**src/rtl/wbconsole_fifo.sv**
```systemverilog
// wbconsole_fifo
// Wishbone console peripheral: a TX FIFO feeds the 7-bit console port of the
// debug-bus/console multiplexer, and an RX FIFO buffers characters the
// multiplexer extracts from the host stream. STATUS reports fill counts and
// sticky overflow flags; interrupts flag RX data available and TX drained.
// LGFLEN is log2 of each FIFO depth and is meant to stay within 2..10 so the
// counts fit the 11-bit STATUS fields.

module wbconsole_fifo #(
  parameter int LGFLEN = 6
) (
  input  logic        i_clk,
  input  logic        i_reset,
  input  logic        i_wb_cyc,
  input  logic        i_wb_stb,
  input  logic        i_wb_we,
  input  logic        i_wb_addr,
  input  logic [31:0] i_wb_data,
  input  logic [3:0]  i_wb_sel,
  output logic        o_wb_stall,
  output logic        o_wb_ack,
  output logic [31:0] o_wb_data,
  output logic        o_console_stb,
  output logic [6:0]  o_console_data,
  input  logic        i_console_busy,
  input  logic        i_console_stb,
  input  logic [6:0]  i_console_data,
  output logic        o_rx_int,
  output logic        o_tx_int
);

  localparam int DEPTH = 1 << LGFLEN;
  localparam logic [LGFLEN:0]   FULL_COUNT = {1'b1, {LGFLEN{1'b0}}};
  localparam logic [LGFLEN:0]   COUNT_ONE  = {{LGFLEN{1'b0}}, 1'b1};
  localparam logic [LGFLEN:0]   COUNT_ZERO = {(LGFLEN + 1){1'b0}};
  localparam logic [LGFLEN-1:0] PTR_ONE    = {{(LGFLEN - 1){1'b0}}, 1'b1};
  localparam logic [LGFLEN-1:0] PTR_ZERO   = {LGFLEN{1'b0}};

  // Bus decode
  logic wb_req_s;
  logic wb_read_s;
  logic tx_push_req_s;
  logic rx_pop_req_s;
  logic tx_ovfl_clr_s;
  logic rx_ovfl_clr_s;

  // TX FIFO
  logic [6:0]        tx_mem_r [0:DEPTH-1];
  logic [LGFLEN-1:0] tx_wr_ptr_r;
  logic [LGFLEN-1:0] tx_rd_ptr_r;
  logic [LGFLEN-1:0] tx_rd_ptr_next_s;
  logic [LGFLEN:0]   tx_count_r;
  logic [LGFLEN:0]   tx_count_next_s;
  logic [6:0]        tx_head_next_s;
  logic              tx_full_s;
  logic              tx_empty_s;
  logic              tx_pop_s;
  logic              tx_push_ok_s;
  logic              tx_ovfl_set_s;
  logic              tx_ovfl_r;

  // RX FIFO
  logic [6:0]        rx_mem_r [0:DEPTH-1];
  logic [LGFLEN-1:0] rx_wr_ptr_r;
  logic [LGFLEN-1:0] rx_rd_ptr_r;
  logic [LGFLEN:0]   rx_count_r;
  logic [LGFLEN:0]   rx_count_next_s;
  logic              rx_full_s;
  logic              rx_empty_s;
  logic              rx_pop_s;
  logic              rx_push_ok_s;
  logic              rx_ovfl_set_s;
  logic              rx_ovfl_r;

  // Read path
  logic [10:0] tx_count_ext_s;
  logic [10:0] rx_count_ext_s;
  logic [31:0] status_s;
  logic [31:0] rdata_s;

  // Inputs that carry no meaning for this block
  logic unused_s;

  assign unused_s   = ^{i_wb_sel[2:1], i_wb_data[29:7]};
  assign o_wb_stall = 1'b0;

  assign wb_req_s      = i_wb_cyc && i_wb_stb;
  assign wb_read_s     = wb_req_s && !i_wb_we;
  assign tx_push_req_s = wb_req_s && i_wb_we && i_wb_addr && i_wb_sel[0];
  assign rx_pop_req_s  = wb_read_s && i_wb_addr;
  assign tx_ovfl_clr_s = wb_req_s && i_wb_we && !i_wb_addr && i_wb_sel[3] && i_wb_data[30];
  assign rx_ovfl_clr_s = wb_req_s && i_wb_we && !i_wb_addr && i_wb_sel[3] && i_wb_data[31];

  // Full/empty are judged on the count at cycle start. A pop can only happen
  // from a non-empty FIFO, and a pop on a full FIFO makes room for a push in
  // the same cycle.
  assign tx_full_s     = (tx_count_r == FULL_COUNT);
  assign tx_empty_s    = (tx_count_r == COUNT_ZERO);
  assign tx_pop_s      = !tx_empty_s && !i_console_busy;
  assign tx_push_ok_s  = tx_push_req_s && (!tx_full_s || tx_pop_s);
  assign tx_ovfl_set_s = tx_push_req_s && tx_full_s && !tx_pop_s;

  assign rx_full_s     = (rx_count_r == FULL_COUNT);
  assign rx_empty_s    = (rx_count_r == COUNT_ZERO);
  assign rx_pop_s      = rx_pop_req_s && !rx_empty_s;
  assign rx_push_ok_s  = i_console_stb && (!rx_full_s || rx_pop_s);
  assign rx_ovfl_set_s = i_console_stb && rx_full_s && !rx_pop_s;

  assign tx_rd_ptr_next_s = tx_pop_s ? (tx_rd_ptr_r + PTR_ONE) : tx_rd_ptr_r;

  assign tx_count_ext_s = 11'(tx_count_r);
  assign rx_count_ext_s = 11'(rx_count_r);
  assign status_s = {rx_ovfl_r, tx_ovfl_r, 3'b000, rx_count_ext_s, 5'b00000, tx_count_ext_s};

  // TX next count and the character that will sit at the head after this edge
  always_comb begin
    tx_count_next_s = tx_count_r;
    tx_head_next_s  = 7'h00;
    case ({tx_push_ok_s, tx_pop_s})
      2'b10:   tx_count_next_s = tx_count_r + COUNT_ONE;
      2'b01:   tx_count_next_s = tx_count_r - COUNT_ONE;
      default: tx_count_next_s = tx_count_r;
    endcase
    // The slot being written this cycle becomes the head when the FIFO is
    // empty afterwards-but-for-this-push; otherwise the head is already stored.
    if (tx_push_ok_s && (tx_wr_ptr_r == tx_rd_ptr_next_s)) begin
      tx_head_next_s = i_wb_data[6:0];
    end else begin
      tx_head_next_s = tx_mem_r[tx_rd_ptr_next_s];
    end
  end

  // RX next count
  always_comb begin
    rx_count_next_s = rx_count_r;
    case ({rx_push_ok_s, rx_pop_s})
      2'b10:   rx_count_next_s = rx_count_r + COUNT_ONE;
      2'b01:   rx_count_next_s = rx_count_r - COUNT_ONE;
      default: rx_count_next_s = rx_count_r;
    endcase
  end

  // Read mux: reflects state before any same-cycle push or pop
  always_comb begin
    rdata_s = 32'h0000_0000;
    if (i_wb_addr) begin
      if (rx_empty_s) begin
        rdata_s = 32'h0000_0100;
      end else begin
        rdata_s = {25'h000_0000, rx_mem_r[rx_rd_ptr_r]};
      end
    end else begin
      rdata_s = status_s;
    end
  end

  // TX storage; entries need no reset because the count gates visibility
  always_ff @(posedge i_clk) begin
    if (tx_push_ok_s) begin
      tx_mem_r[tx_wr_ptr_r] <= i_wb_data[6:0];
    end
  end

  // RX storage; entries need no reset because the count gates visibility
  always_ff @(posedge i_clk) begin
    if (rx_push_ok_s) begin
      rx_mem_r[rx_wr_ptr_r] <= i_console_data;
    end
  end

  // TX pointers, count and registered console-side outputs
  always_ff @(posedge i_clk) begin
    if (i_reset) begin
      tx_wr_ptr_r    <= PTR_ZERO;
      tx_rd_ptr_r    <= PTR_ZERO;
      tx_count_r     <= COUNT_ZERO;
      o_console_stb  <= 1'b0;
      o_console_data <= 7'h00;
      o_tx_int       <= 1'b1;
    end else begin
      if (tx_push_ok_s) begin
        tx_wr_ptr_r <= tx_wr_ptr_r + PTR_ONE;
      end
      tx_rd_ptr_r    <= tx_rd_ptr_next_s;
      tx_count_r     <= tx_count_next_s;
      o_console_stb  <= (tx_count_next_s != COUNT_ZERO);
      o_console_data <= tx_head_next_s;
      o_tx_int       <= (tx_count_next_s == COUNT_ZERO);
    end
  end

  // RX pointers, count and data-available interrupt
  always_ff @(posedge i_clk) begin
    if (i_reset) begin
      rx_wr_ptr_r <= PTR_ZERO;
      rx_rd_ptr_r <= PTR_ZERO;
      rx_count_r  <= COUNT_ZERO;
      o_rx_int    <= 1'b0;
    end else begin
      if (rx_push_ok_s) begin
        rx_wr_ptr_r <= rx_wr_ptr_r + PTR_ONE;
      end
      if (rx_pop_s) begin
        rx_rd_ptr_r <= rx_rd_ptr_r + PTR_ONE;
      end
      rx_count_r <= rx_count_next_s;
      o_rx_int   <= (rx_count_next_s != COUNT_ZERO);
    end
  end

  // Sticky overflow flags; a set in the same cycle as a clear wins
  always_ff @(posedge i_clk) begin
    if (i_reset) begin
      tx_ovfl_r <= 1'b0;
      rx_ovfl_r <= 1'b0;
    end else begin
      tx_ovfl_r <= tx_ovfl_set_s || (tx_ovfl_r && !tx_ovfl_clr_s);
      rx_ovfl_r <= rx_ovfl_set_s || (rx_ovfl_r && !rx_ovfl_clr_s);
    end
  end

  // Bus response: ack every request one cycle later, capture read data
  always_ff @(posedge i_clk) begin
    if (i_reset) begin
      o_wb_ack  <= 1'b0;
      o_wb_data <= 32'h0000_0000;
    end else begin
      o_wb_ack <= wb_req_s;
      if (wb_read_s) begin
        o_wb_data <= rdata_s;
      end
    end
  end

endmodule
```
**config.mk**
```make
export PLATFORM = sky130hd
export DESIGN_NAME = wbconsole_fifo
export DESIGN_NICKNAME = d
export VERILOG_FILES = /design/src/rtl/wbconsole_fifo.sv
export SDC_FILE = /design/constraint.sdc
export NUM_CORES = 1
export LEC_CHECK = 0
export CAP_MARGIN = 20
export CORE_UTILIZATION = 50
export DETAILED_ROUTE_END_ITERATION = 10
export PLACE_DENSITY = 0.66
export RECOVER_POWER = 50
export SLEW_MARGIN = 20
export SYNTH_ARGS = -nofsm -noshare
export SYNTH_HDL_FRONTEND = slang
export SYNTH_SLANG_ARGS = --single-unit
```
**constraint.sdc**
```tcl
create_clock -name i_clk -period 6.87 [get_ports i_clk]
set_input_delay 1.7175 -clock i_clk [delete_from_list [all_inputs] [get_ports i_clk]]
set_output_delay 1.7175 -clock i_clk [all_outputs]
set_load 0.05 [all_outputs]
```
==> impl_metrics.py <==
metrics = {
    "outcome": {
        "status": "finished, violations left",
        "violations": "capacitance limit, slew limit",
    },
    "clock_tree": {
        "cts_made_buffers": 100,
        "cts_tree": "yes",
        "cts.htree.levels": 3,
        "cts_sinks": 970,
        "cts_resized": 0,
        "cts_hold_buf": 0,
        "cts_buffer_depth": 3,
        "clock_latency_ns": 0.68,
        "clk_pin_slew_ns": 0.06,
        "post_cts_buffers": 0,
        "cts-root-buf": "clkbuf_16",
    },
    "global_route": {
        "gr-usage-met3": 0.0325,
        "grt_pass1_vias": 23100,
        "grt_pass1_wl_um": 145000,
        "grt_max_degree": 71,
        "gr-usage-all-layers": 0.230,
        "grt-ovfl-total": 0,
        "grt_busiest_layer": "met2",
        "grt_use_met1": 0.301,
        "antenna_found_initial": 1,
        "use_met2": 0.387,
    },
    "run": {
        "cap_violations": 15,
    },
    "floorplan": {
        "row_count": 105,
        "ioPinCount": 95,
        "die_width_um": 290,
        "design.core.area_mm2": 0.0821,
        "die_h_um": 290,
        "start_util": 0.505,
        "die_area_mm2": 0.0842,
    },
    "critical_path": {
        "cp_top_family": "simple AND/OR/NAND/NOR gates",
        "r2r_cells": 10,
        "reg2reg_to": "o_console_data[1]",
        "critPathCaptureType": "flip-flop",
        "startpoint_type": "input pin",
        "timing.rr.start": "tx_rd_ptr_r[0]",
        "r2r_slack_ns": 2.26,
        "critical_path_class": "input pin to flip-flop",
        "cpPeakStageDelay_ns": 0.80,
        "critical_path_peak_fanout": 20,
        "crit_chain": "clkdlybuf4s50_1 -> and3b_1 -> nand2_1 -> nand3_1 -> nand2_1 -> nor2_1 -> nand3_1 -> nor2_1",
        "cp_data_required_time_ns": 7.17,
        "worst-path-buf-inv": 1,
        "arrival_ns": 5.19,
        "cp_slowest_cell": "nor2_1",
    },
    "final_layout": {
        "drive_gt1_frac": 0.174,
        "layout.cells.non_filler": 3674,
        "diodes": 0,
        "fin_nets": 2585,
        "fillers": 6230,
        "area_growth_pct": 11.1,
    },
    "pwr": {
        "leakagePower_nw": 14.2,
        "clock_power_share": 0.364,
        "p_comb_frac": 0.182,
        "irDropWorstVdd_v": 0.000251,
        "p_switching_w": 0.00389,
        "p_int_w": 0.0106,
        "p_seq_frac": 0.453,
        "powerDensity_mw_per_mm2": 315,
        "switching_share": 0.268,
        "finalPower_w": 0.0145,
    },
    "routing": {
        "viasPerCell": 6.19,
        "drt_wl_total_um": 96100,
        "postRouteAntennaNets": 0,
        "drc_errors": 0,
        "via_count": 22700,
        "wl_per_cell_um": 26.1,
        "firstDrtPassIters": 5,
        "drtIter0Drc": 2103,
    },
    "synth": {
        "synth_top_cell_by_area": "edfxtp_1",
        "yosys_register_bits": 970,
        "synth_area_leaders": "edfxtp_1, mux4_2, mux2i_1, dfxtp_1, nor2_1",
        "synth_seq_area_share": 0.684,
        "synth_area_mm2": 0.0415,
        "synthFlopType": "edfxtp_1",
        "ys_warn_count": 0,
        "synth_area_per_cell_um2": 16.7,
        "synthArstFlopShare": 0,
        "synth_edf_count": 896,
        "synth_cell_types": 67,
        "synthTopCellsByCount": "edfxtp_1, mux4_2, nor2_1",
        "yosysMostFrequentCell": "edfxtp_1",
        "syn_inst": 2487,
        "synth.top_cell.area_share": 0.648,
    },
    "timing": {
        "post-route-min-period_ns": 4.89,
        "drv_slew": 988,
        "fmax_ghz": 0.205,
        "hold_slack_ns": 0.455,
        "tightest_slew_ns": 3.33,
        "finalCritPeriodShare": 0.712,
        "setup_viol": 0,
        "rsz0062_at_grt": "false",
        "slew_headroom": -1.22,
        "timing.setup.tns_ns": 0,
        "skew_ns": 0.0519,
        "hold_viol": 0,
    },
    "placement": {
        "placed_cells": 3490,
        "place_hpwl_um": 58300,
        "io_buffers": 53,
        "place_congestion": 0.878,
    },
    "hold_path": {
        "whs_endpoint": "o_wb_data[31]",
        "hold_path_depth": 2,
        "min_path_type": "flip-flop to flip-flop",
        "hold_start": "o_wb_data[31]",
    },
}
==> through the flow <==
| stage | setup WS [ns] | instance area (µm²) | util |
|---|---|---|---|
| 5_1_grt | 1.73 | 46100 | 0.562 |
| 3_5_place_dp | 1.34 | 42900 | 0.523 |
| 6_report | 1.98 | 46100 | 0.562 |
| 4_1_cts | 2.05 | 46100 | 0.562 |
| 3_3_place_gp | 1.38 | 42900 | 0.523 |
| 2_1_floorplan | 2.51 | 41600 | - |
==> metal layers <==
| layer | wire [µm] | vias up | share of wire |
|---|---|---|---|
| met1 | 37900 | 11700 | 0.39 |
| met5 | 14 | - | 0.00015 |
| li1 | - | 9936 | - |
| met4 | 3770 | 2 | 0.039 |
| met2 | 48200 | 918 | 0.50 |
| met3 | 6140 | 209 | 0.064 |
==> cell type report <==
| cell class | instances | area (µm²) | share of cell area |
|---|---|---|---|
| sequential | 970 | 28400 | 0.616 |
| timing repair buffer | 92 | 757 | 0.0164 |
| clock buffer | 129 | 2640 | 0.0573 |
| tap | 1070 | 1340 | 0.0290 |
| multi-input combinational | 1347 | 12400 | 0.268 |
| clock inverter | 54 | 569 | 0.0123 |
| inverter | 12 | 45.0 | 0.000977 |
==> cell usage in the layout (no fill, tap or decap), types with 8 or more instances in the layout <==
cell type	count
edfxtp_1	896
nor2_1	238
mux4_2	238
mux2i_1	194
nand2_1	187
clkbuf_16	100
dfxtp_1	68
a21oi_1	55
nand3_1	49
o21ai_0	47
clkbuf_1	41
buf_4	29
a211oi_1	25
nand4_1	21
clkdlybuf4s50_1	21
nor2b_1	20
clkinv_1	20
xnor2_1	19
xor2_1	19
a31oi_1	18
dlygate4sd3_1	17
conb_1	16
o22ai_1	15
clkinv_2	15
nor3_1	13
inv_1	12
or3_1	12
a32oi_1	11
a22oi_1	9
ha_1	9
a221oi_1	8
mux2_2	8
bufinv_16	8
==> power by group through the flow <==
| stage | registers, W | clock network (W) | logic [W] |
|---|---|---|---|
| floorplan | 0.00671 | 0 | 0.00189 |
| global placement | 0.00669 | 0 | 0.00257 |
| detailed placement | 0.00670 | 0 | 0.00262 |
| CTS | 0.00657 | 0.00536 | 0.00263 |
| global route | 0.00659 | 0.00558 | 0.00283 |
| finish | 0.00658 | 0.00529 | 0.00265 |
==> tightest hold or removal path: stages, from the launching register on <==
cell and delay (ns):
dfxtp_1 0.31, nand2_1 0.05, a21oi_1 0.05
==> logic make-up (layout without fill, tap and decap cells) <==
family / Yosys count / in the layout / synth area share
flops: 970 / 970 / 0.684
simple gates: 588 / 588 / 0.0634
mux: 440 / 440 / 0.178
compound gates: 248 / 248 / 0.0398
buf+inv: 185 / 287 / 0.0208
xor+xnor: 44 / 44 / 0.0104
fa+ha+maj: 11 / 11 / 0.00350
other cells: 1 / 16 / 0.0000903
==> sequential cells by signal, indices dropped and copies added (netlist names), 6 cells and up, named ones only <==
| register | cells |
|---|---|
| o_console_data | 7 |
| tx_mem_r | 448 |
| tx_rd_ptr_r | 6 |
| rx_mem_r | 448 |
| rx_count_r | 7 |
| tx_wr_ptr_r | 6 |
| tx_count_r | 7 |
| o_wb_data | 17 |
| rx_rd_ptr_r | 6 |
| rx_wr_ptr_r | 6 |
==> how the worst max path moves through the flow <==
stage / from / endpoint / slack, ns / depth (start not counted)
2_1_floorplan: i_console_busy / o_tx_int / 2.51 / 16
3_3_place_gp: i_wb_stb / rx_mem_r[19][2] / 1.38 / 8
3_5_place_dp: i_wb_stb / rx_mem_r[59][0] / 1.34 / 8
4_1_cts: i_wb_stb / rx_mem_r[3][2] / 2.05 / 8
5_1_grt: i_wb_stb / rx_mem_r[3][2] / 1.73 / 8
6_report: i_wb_stb / rx_mem_r[19][2] / 1.98 / 8
No activity file was read; power rests on OpenSTA's default activity.
